<file path="src/rtl/bnn_pkg.sv">
// Shared geometry defaults, section byte-count helpers and loader state type
// for the binary-network frame loader.
`timescale 1ns/1ps
package bnn_pkg;

    localparam int IMG_IN_SIZE_D   = 28;
    localparam int KERNEL_SIZE_D   = 3;
    localparam int BNN_IN_CHANL_D  = 1;
    localparam int BNN_OUT_CHANL_D = 16;

    typedef enum logic [2:0] {
        ST_IDLE   = 3'd0,
        ST_LOAD_W = 3'd1,
        ST_LOAD_T = 3'd2,
        ST_LOAD_I = 3'd3,
        ST_DONE   = 3'd4
    } loader_state_e;

    function automatic int bytes_for(input int bits);
        return (bits + 7) / 8;
    endfunction

    function automatic int w_bytes(input int out_chanl, input int num_input_bits);
        return bytes_for(out_chanl * num_input_bits);
    endfunction

    function automatic int t_bytes(input int out_chanl, input int threshold_width);
        return bytes_for(out_chanl * threshold_width);
    endfunction

    function automatic int i_bytes(input int in_chanl, input int img_size);
        return bytes_for(in_chanl * img_size * img_size);
    endfunction

    function automatic int max3(input int a, input int b, input int c);
        int m;
        m = (a > b) ? a : b;
        return (m > c) ? m : c;
    endfunction

endpackage

</file>
<file path="src/rtl/bnn_byte_packer.sv">
// Flat vector register written one byte lane at a time; lanes past the
// vector width are dropped so the final byte may be partial.
`timescale 1ns/1ps
module bnn_byte_packer #(
    parameter int WIDTH = 8,
    parameter int IDX_W = 1
) (
    input  logic             clk,
    input  logic             rst_n,
    input  logic             we,
    input  logic [IDX_W-1:0] idx,
    input  logic [7:0]       data,
    output logic [WIDTH-1:0] vec
);

    // Lane write: each vector bit picks up its byte-lane bit when addressed.
    always_ff @(posedge clk or negedge rst_n) begin
        if (!rst_n) begin
            vec <= '0;
        end else if (we) begin
            for (int b = 0; b < WIDTH; b++) begin
                if (idx == IDX_W'(b / 8)) begin
                    vec[b] <= data[3'(b % 8)];
                end
            end
        end
    end

endmodule

</file>
<file path="src/rtl/bnn_frame_loader.sv">
// Byte-serial frame loader: assembles weights, thresholds and image vectors
// and holds them for the conv layer until frame_ack.
`timescale 1ns/1ps
module bnn_frame_loader
    import bnn_pkg::*;
#(
    parameter int IMG_IN_SIZE     = IMG_IN_SIZE_D,
    parameter int KERNEL_SIZE     = KERNEL_SIZE_D,
    parameter int BNN_IN_CHANL    = BNN_IN_CHANL_D,
    parameter int BNN_OUT_CHANL   = BNN_OUT_CHANL_D,
    parameter int NUM_INPUT_BITS  = BNN_IN_CHANL * KERNEL_SIZE * KERNEL_SIZE,
    parameter int THRESHOLD_WIDTH = $clog2(NUM_INPUT_BITS + 1)
) (
    input  logic                                      clk,
    input  logic                                      rst_n,
    input  logic [7:0]                                data_in,
    input  logic                                      data_valid,
    input  logic                                      sof,
    input  logic                                      cfg_load,
    output logic                                      data_ready,
    output logic [BNN_OUT_CHANL*NUM_INPUT_BITS-1:0]   weights,
    output logic [BNN_OUT_CHANL*THRESHOLD_WIDTH-1:0]  thresholds,
    output logic [BNN_IN_CHANL*IMG_IN_SIZE*IMG_IN_SIZE-1:0] in_image,
    output logic                                      frame_valid,
    input  logic                                      frame_ack,
    output logic                                      err
);

    localparam int W_BITS  = BNN_OUT_CHANL * NUM_INPUT_BITS;
    localparam int T_BITS  = BNN_OUT_CHANL * THRESHOLD_WIDTH;
    localparam int I_BITS  = BNN_IN_CHANL * IMG_IN_SIZE * IMG_IN_SIZE;
    localparam int W_BYTES = w_bytes(BNN_OUT_CHANL, NUM_INPUT_BITS);
    localparam int T_BYTES = t_bytes(BNN_OUT_CHANL, THRESHOLD_WIDTH);
    localparam int I_BYTES = i_bytes(BNN_IN_CHANL, IMG_IN_SIZE);
    localparam int MAX_B   = max3(W_BYTES, T_BYTES, I_BYTES);
    localparam int CNT_W   = (MAX_B > 1) ? $clog2(MAX_B) : 1;

    loader_state_e    state_r;
    loader_state_e    state_n_s;
    loader_state_e    sec_s;
    logic [CNT_W-1:0] cnt_r;
    logic [CNT_W-1:0] cnt_n_s;
    logic [CNT_W-1:0] idx_s;
    logic [CNT_W-1:0] sec_last_s;
    logic             xfer_s;
    logic             wr_s;
    logic             err_s;
    logic             ready_r;
    logic             valid_r;
    logic             err_r;

    assign xfer_s      = data_valid & ready_r;
    assign data_ready  = ready_r;
    assign frame_valid = valid_r;
    assign err         = err_r;

    // Decide which section (if any) the current byte lands in, and at what index.
    always_comb begin
        sec_s = ST_IDLE;
        idx_s = '0;
        wr_s  = 1'b0;
        err_s = 1'b0;
        if (xfer_s && sof) begin
            // A start-of-frame always begins a new frame; mid-frame it aborts the old one.
            wr_s  = 1'b1;
            sec_s = cfg_load ? ST_LOAD_W : ST_LOAD_I;
            err_s = (state_r != ST_IDLE);
        end else if (xfer_s && (state_r == ST_IDLE)) begin
            err_s = 1'b1;
        end else if (xfer_s) begin
            wr_s  = 1'b1;
            sec_s = state_r;
            idx_s = cnt_r;
        end else begin
            wr_s = 1'b0;
        end
    end

    // Last byte index of the section being written.
    always_comb begin
        case (sec_s)
            ST_LOAD_W: sec_last_s = CNT_W'(W_BYTES - 1);
            ST_LOAD_T: sec_last_s = CNT_W'(T_BYTES - 1);
            ST_LOAD_I: sec_last_s = CNT_W'(I_BYTES - 1);
            default:   sec_last_s = '0;
        endcase
    end

    // Next state and byte counter.
    always_comb begin
        state_n_s = state_r;
        cnt_n_s   = cnt_r;
        if (wr_s) begin
            if (idx_s == sec_last_s) begin
                cnt_n_s = '0;
                case (sec_s)
                    ST_LOAD_W: state_n_s = ST_LOAD_T;
                    ST_LOAD_T: state_n_s = ST_LOAD_I;
                    default:   state_n_s = ST_DONE;
                endcase
            end else begin
                cnt_n_s   = idx_s + CNT_W'(1);
                state_n_s = sec_s;
            end
        end else if ((state_r == ST_DONE) && frame_ack) begin
            state_n_s = ST_IDLE;
        end else begin
            state_n_s = state_r;
        end
    end

    // State, counter and registered handshake/status outputs.
    always_ff @(posedge clk or negedge rst_n) begin
        if (!rst_n) begin
            state_r <= ST_IDLE;
            cnt_r   <= '0;
            ready_r <= 1'b1;
            valid_r <= 1'b0;
            err_r   <= 1'b0;
        end else begin
            state_r <= state_n_s;
            cnt_r   <= cnt_n_s;
            ready_r <= (state_n_s != ST_DONE);
            valid_r <= (state_n_s == ST_DONE);
            err_r   <= err_s;
        end
    end

    bnn_byte_packer #(.WIDTH(W_BITS), .IDX_W(CNT_W)) u_weights (
        .clk   (clk),
        .rst_n (rst_n),
        .we    (wr_s && (sec_s == ST_LOAD_W)),
        .idx   (idx_s),
        .data  (data_in),
        .vec   (weights)
    );

    bnn_byte_packer #(.WIDTH(T_BITS), .IDX_W(CNT_W)) u_thresholds (
        .clk   (clk),
        .rst_n (rst_n),
        .we    (wr_s && (sec_s == ST_LOAD_T)),
        .idx   (idx_s),
        .data  (data_in),
        .vec   (thresholds)
    );

    bnn_byte_packer #(.WIDTH(I_BITS), .IDX_W(CNT_W)) u_image (
        .clk   (clk),
        .rst_n (rst_n),
        .we    (wr_s && (sec_s == ST_LOAD_I)),
        .idx   (idx_s),
        .data  (data_in),
        .vec   (in_image)
    );

endmodule

</file>
<file path="config.mk">
export PLATFORM = sky130hd
export DESIGN_NAME = bnn_frame_loader
export DESIGN_NICKNAME = d
export VERILOG_FILES = /design/src/rtl/bnn_pkg.sv /design/src/rtl/bnn_byte_packer.sv /design/src/rtl/bnn_frame_loader.sv
export SDC_FILE = /design/constraint.sdc
export NUM_CORES = 1
export LEC_CHECK = 0
export ABC_AREA = 1
export CORE_AREA = 2 2 388 390
export CTS_CLUSTER_SIZE = 30
export DETAILED_ROUTE_END_ITERATION = 10
export DIE_AREA = 0 0 390 392
export DONT_BUFFER_PORTS = 1
export PLACE_DENSITY = 0.3
export RECOVER_POWER = 100
export SLEW_MARGIN = 10
export SYNTH_ARGS = -nofsm -noshare
export SYNTH_HDL_FRONTEND = slang
export SYNTH_SLANG_ARGS = --single-unit
</file>
<file path="constraint.sdc">
create_clock -name clk -period 3.4 [get_ports clk]
set_clock_uncertainty 0.05 [all_clocks]
set_input_delay 0.68 -clock clk [delete_from_list [all_inputs] [get_ports clk]]
set_output_delay 0.68 -clock clk [all_outputs]
set_load 0.05 [all_outputs]
</file>
==> metrics.sh <==
RUN_STATUS='finished with violations'
FAILED_CHECKS='negative hold slack'
MET2WIRELENGTH_MM=39.9
PORT-BUFFER-COUNT=0
SYNTH_TOP_FLOP_CELL='dfrtp_1'
CTS_BUFFERS=69
REPORT.FINAL.SETUP_VIOL=0
P_INT_mW=10.8
FINAL_HOLD_VIOL_COUNT=508
VDD_IR_DROP_MAX_uV=286
HOLD_WS_NS=-0.316
OVERFLOW=0
STARTPOINT_CLASS_OF_THE_CRITICAL_PATH='register'
SYNTH_SEQ_CELLS=509
DRC=0
LAYOUT_COMMON_CELLS='637 x nand2_1, 508 x dfrtp_1, 502 x o21ai_0'
PLACEMENT_ROWS=142
FINAL.FILL_COUNT=16625
GRTUSAGETOTAL_PCT=11.2
LARGEST_FAMILY_OF_LOGIC_CELLS_BY_SYNTHESIZED_AREA='buffers and inverters'
SYNTH-EDFF-COUNT=0
DETAILEDPLACE.WORSTSLACK_NS=0.0868
CRITICALPATHCATEGORY='register to register'
SYNTH.CELL_AREA_UM2=22600
CLK_PIN_SLEW_NS=0.05
POST_SYNTH_AND_OR_NAND_NOR_AREA_FRACTION_PCT=13.5
SW_FRAC_OF_TOTAL_PCT=33.9
TOTALNEGATIVESETUPSLACK_NS=0
DRTITER0DRC=742
SYNTH.AVG_CELL_AREA_UM2=9.53
CLOCKPOWERSHARE_PCT=44.4
COMMONEST_NON_FILL_NON_TAP_CELL_IN_THE_LAYOUT='nand2_1'
SETUP.WORST_PATH.END_CLASS='register'
SYNTH.MUX.AREA_FRACTION_PCT=0
GP_CONGESTION=0.697
POWER.STATIC_LEAKAGE_nW=11.7
POSTLAYOUTSETUPSLACKWORST_NS=0.298
TIGHTEST_SLEW_NS=1.24
AREAGROWTHSYNTHTOFINISH_PCT=14.1
WORST_SKEW_PAIR.LATE_LATENCY_NS=0.65
AVGVIACOUNTPERCELL=3.27
FIN_CRIT_NS=3.10
START_UTIL_PCT=15.2
TIMING.MAX_SLEW.REL_SLACK_PCT=17.5
CP_DATA_ARRIVAL_TIME_NS=3.57
SYNTH-SEQ-AREA-SHARE_PCT=56.5
CTSHTREEMAXLEVEL=3
ANTENNA_VIOLATIONS_BEFORE_REPAIR=6
CTS_SINKS=509
SYNTH-WARNING-COUNT=0
WIRELENGTH_MM=88.2
SEQ_AREA_UM2=12700
DRT_PASS1_ITERATIONS=4
SYNTH_COMPOUND_GATE_AREA_SHARE_PCT=11.5
IO_PINS=1009
DRT-WIRELENGTH-PER-CELL_UM=19.9
WORST-PATH-MAX-FANOUT=9
FIN_NETS=2448
SYNTH_CELL_TYPES=32
CTS_TREE='yes'
DRIVE_GT1_SHARE_PCT=7.26
DPL.HPWL_MM=61.5
WORSTPATHREQUIRED_NS=3.86
ADDER_CELL_SHARE_OF_THE_SYNTHESIZED_AREA_PCT=0.222
MET3_WIRELENGTH_MM=10.0
GRT_SETUP_UNREPAIRED='false'
CLOCK_TREE.ROOT_CELL='clkbuf_16'
SWITCHINGPOWER_mW=5.57
DIEWIDTH_UM=390
YOSYS.AREA_SHARE.XOR_XNOR_PCT=0.0776
TIMING.FINAL.MAX_SLEW_VIOLATIONS=0
MIN_PERIOD_OVER_PERIOD_PCT=91.2
MAX-CAP-VIOLATIONS=0
PWR_DENSITY_CELL_nW_PER_UM2=637
POSTSYNTH.ASYNCRESETSHARE_PCT=100
WL_MET1_MM=36.6
DIE_H_UM=392
DRTANTENNAVIOLNETS=0
MAX-CLOCK-PATH-BUFFERS=3
TIMING.HOLD.WORST.CLASS='primary input to asynchronous set/reset pin'
LARGEST_NET_DEGREE_AT_THE_START_OF_GLOBAL_ROUTING=510
POST_SYNTH_INST_COUNT=2368
SEQ_POWER_SHARE_PCT=43.8
P_TOTAL_mW=16.4
DETAILROUTE.VIA_COUNT=14474
COMB_POWER_SHARE_PCT=11.8
FIN_UTIL_PCT=17.3
AREA_OF_THE_MULTI_INPUT_GATES_UM2=7540
GRT_PASS1_WL_MM=120
DIE-AREA_UM2=153000
CORE_REGION_AREA_UM2=149000
FIRST_GLOBAL_VIAS=13750
HIGHEST_LAYER='met4'
FMAX_GHz=0.322
## per-stage QoR
stage	cells	instance area [um2]
after floorplan	2863	24400
after global placement	4301	23600
after detailed placement	4301	23600
after CTS	4421	25900
after global routing	4429	25800
final	4429	25800
## Yosys cell counts (5+ instances only)
cell / number / share of area (%)
nor2_1: 38 / 0.63
nand4_1: 11 / 0.31
dfrtp_1: 508 / 56
nor3_2: 5 / 0.22
nand3_1: 26 / 0.58
buf_2: 7 / 0.16
o21ai_1: 19 / 0.42
nand2_1: 640 / 11
nor2_2: 6 / 0.17
clkbuf_1: 53 / 0.88
buf_4: 497 / 17
inv_1: 33 / 0.55
o21ai_0: 487 / 11
## cells by family (layout without fill, tap and decap cells)
logic type,count (synthesis),count (layout)
compound gates,515,515
simple gates,739,739
buf+inv,598,214
other cells,1,502
flops,509,509
xor+xnor,2,2
fa+ha+maj,4,4
## path summary, 6_finish.rpt
path	startpoint	end	slack, ns	cells past startpoint
worst min register to register	cnt_r[0]	cnt_r[0]	0.44	2
worst min-delay path	rst_n	u_image.vec[0]	-0.32	0
worst max register to register	data_ready	u_image.vec[11]	0.30	13
worst max-delay path	data_ready	u_image.vec[11]	0.30	13
min in group clk	data_in[2]	u_image.vec[194]	0.20	2
max in group asynchronous	rst_n	u_image.vec[395]	2.61	0
## area by class of cell
cell class / instances / area share, %
Sequential cell: 509 / 49.5
Multi-Input combinational cell: 1756 / 29.3
Tap cell: 1944 / 9.44
Clock buffer: 105 / 7.94
Timing Repair Buffer: 55 / 2.48
Clock inverter: 15 / 0.743
Inverter: 39 / 0.607
Antenna cell: 6 / 0.0583
## metal layers
metal,up-vias,global-route usage (%)
met5,-,0
met4,0,3.41
met3,83,5.50
met2,669,17.2
met1,6845,13.8
li1,6877,-
## worst max-delay path, stage by stage (launching register included)
cell,delay (ns)
dfstp_2,0.52
nand2_1,0.09
inv_2,0.17
nand2_1,0.17
nor2_1,0.30
ha_1,0.27
inv_1,0.17
nor2_1,0.18
inv_1,0.08
nor2_2,0.07
clkbuf_4,0.35
nand2_1,0.32
nand2_1,0.12
o21ai_0,0.09
## power groups by stage
stage          Combinational, mW  Sequential, mW  Clock [mW]
6_report                    1.94            7.20        7.28
5_1_grt                     2.10            7.23        7.82
4_1_cts                     1.98            7.20        7.63
3_5_place_dp                1.97            7.30           0
3_3_place_gp                1.97            7.31           0
2_1_floorplan               2.12            7.19           0
## what timing repair did
action                     4_1_cts  5_1_grt
buffers inserted                 0        2
hold endpoints to repair       509      508
setup endpoints to repair        0       45
gates resized for setup          0        5
## flip-flops by register name, summed over array words and instances, names as in the netlist
signal / count
err: 1
u_weights.vec: 72
cnt_r: 7
u_image.vec: 392
frame_valid: 1
u_thresholds.vec: 32
data_ready: 1
state_r: 3
No activity file was read; power rests on OpenSTA's default activity.
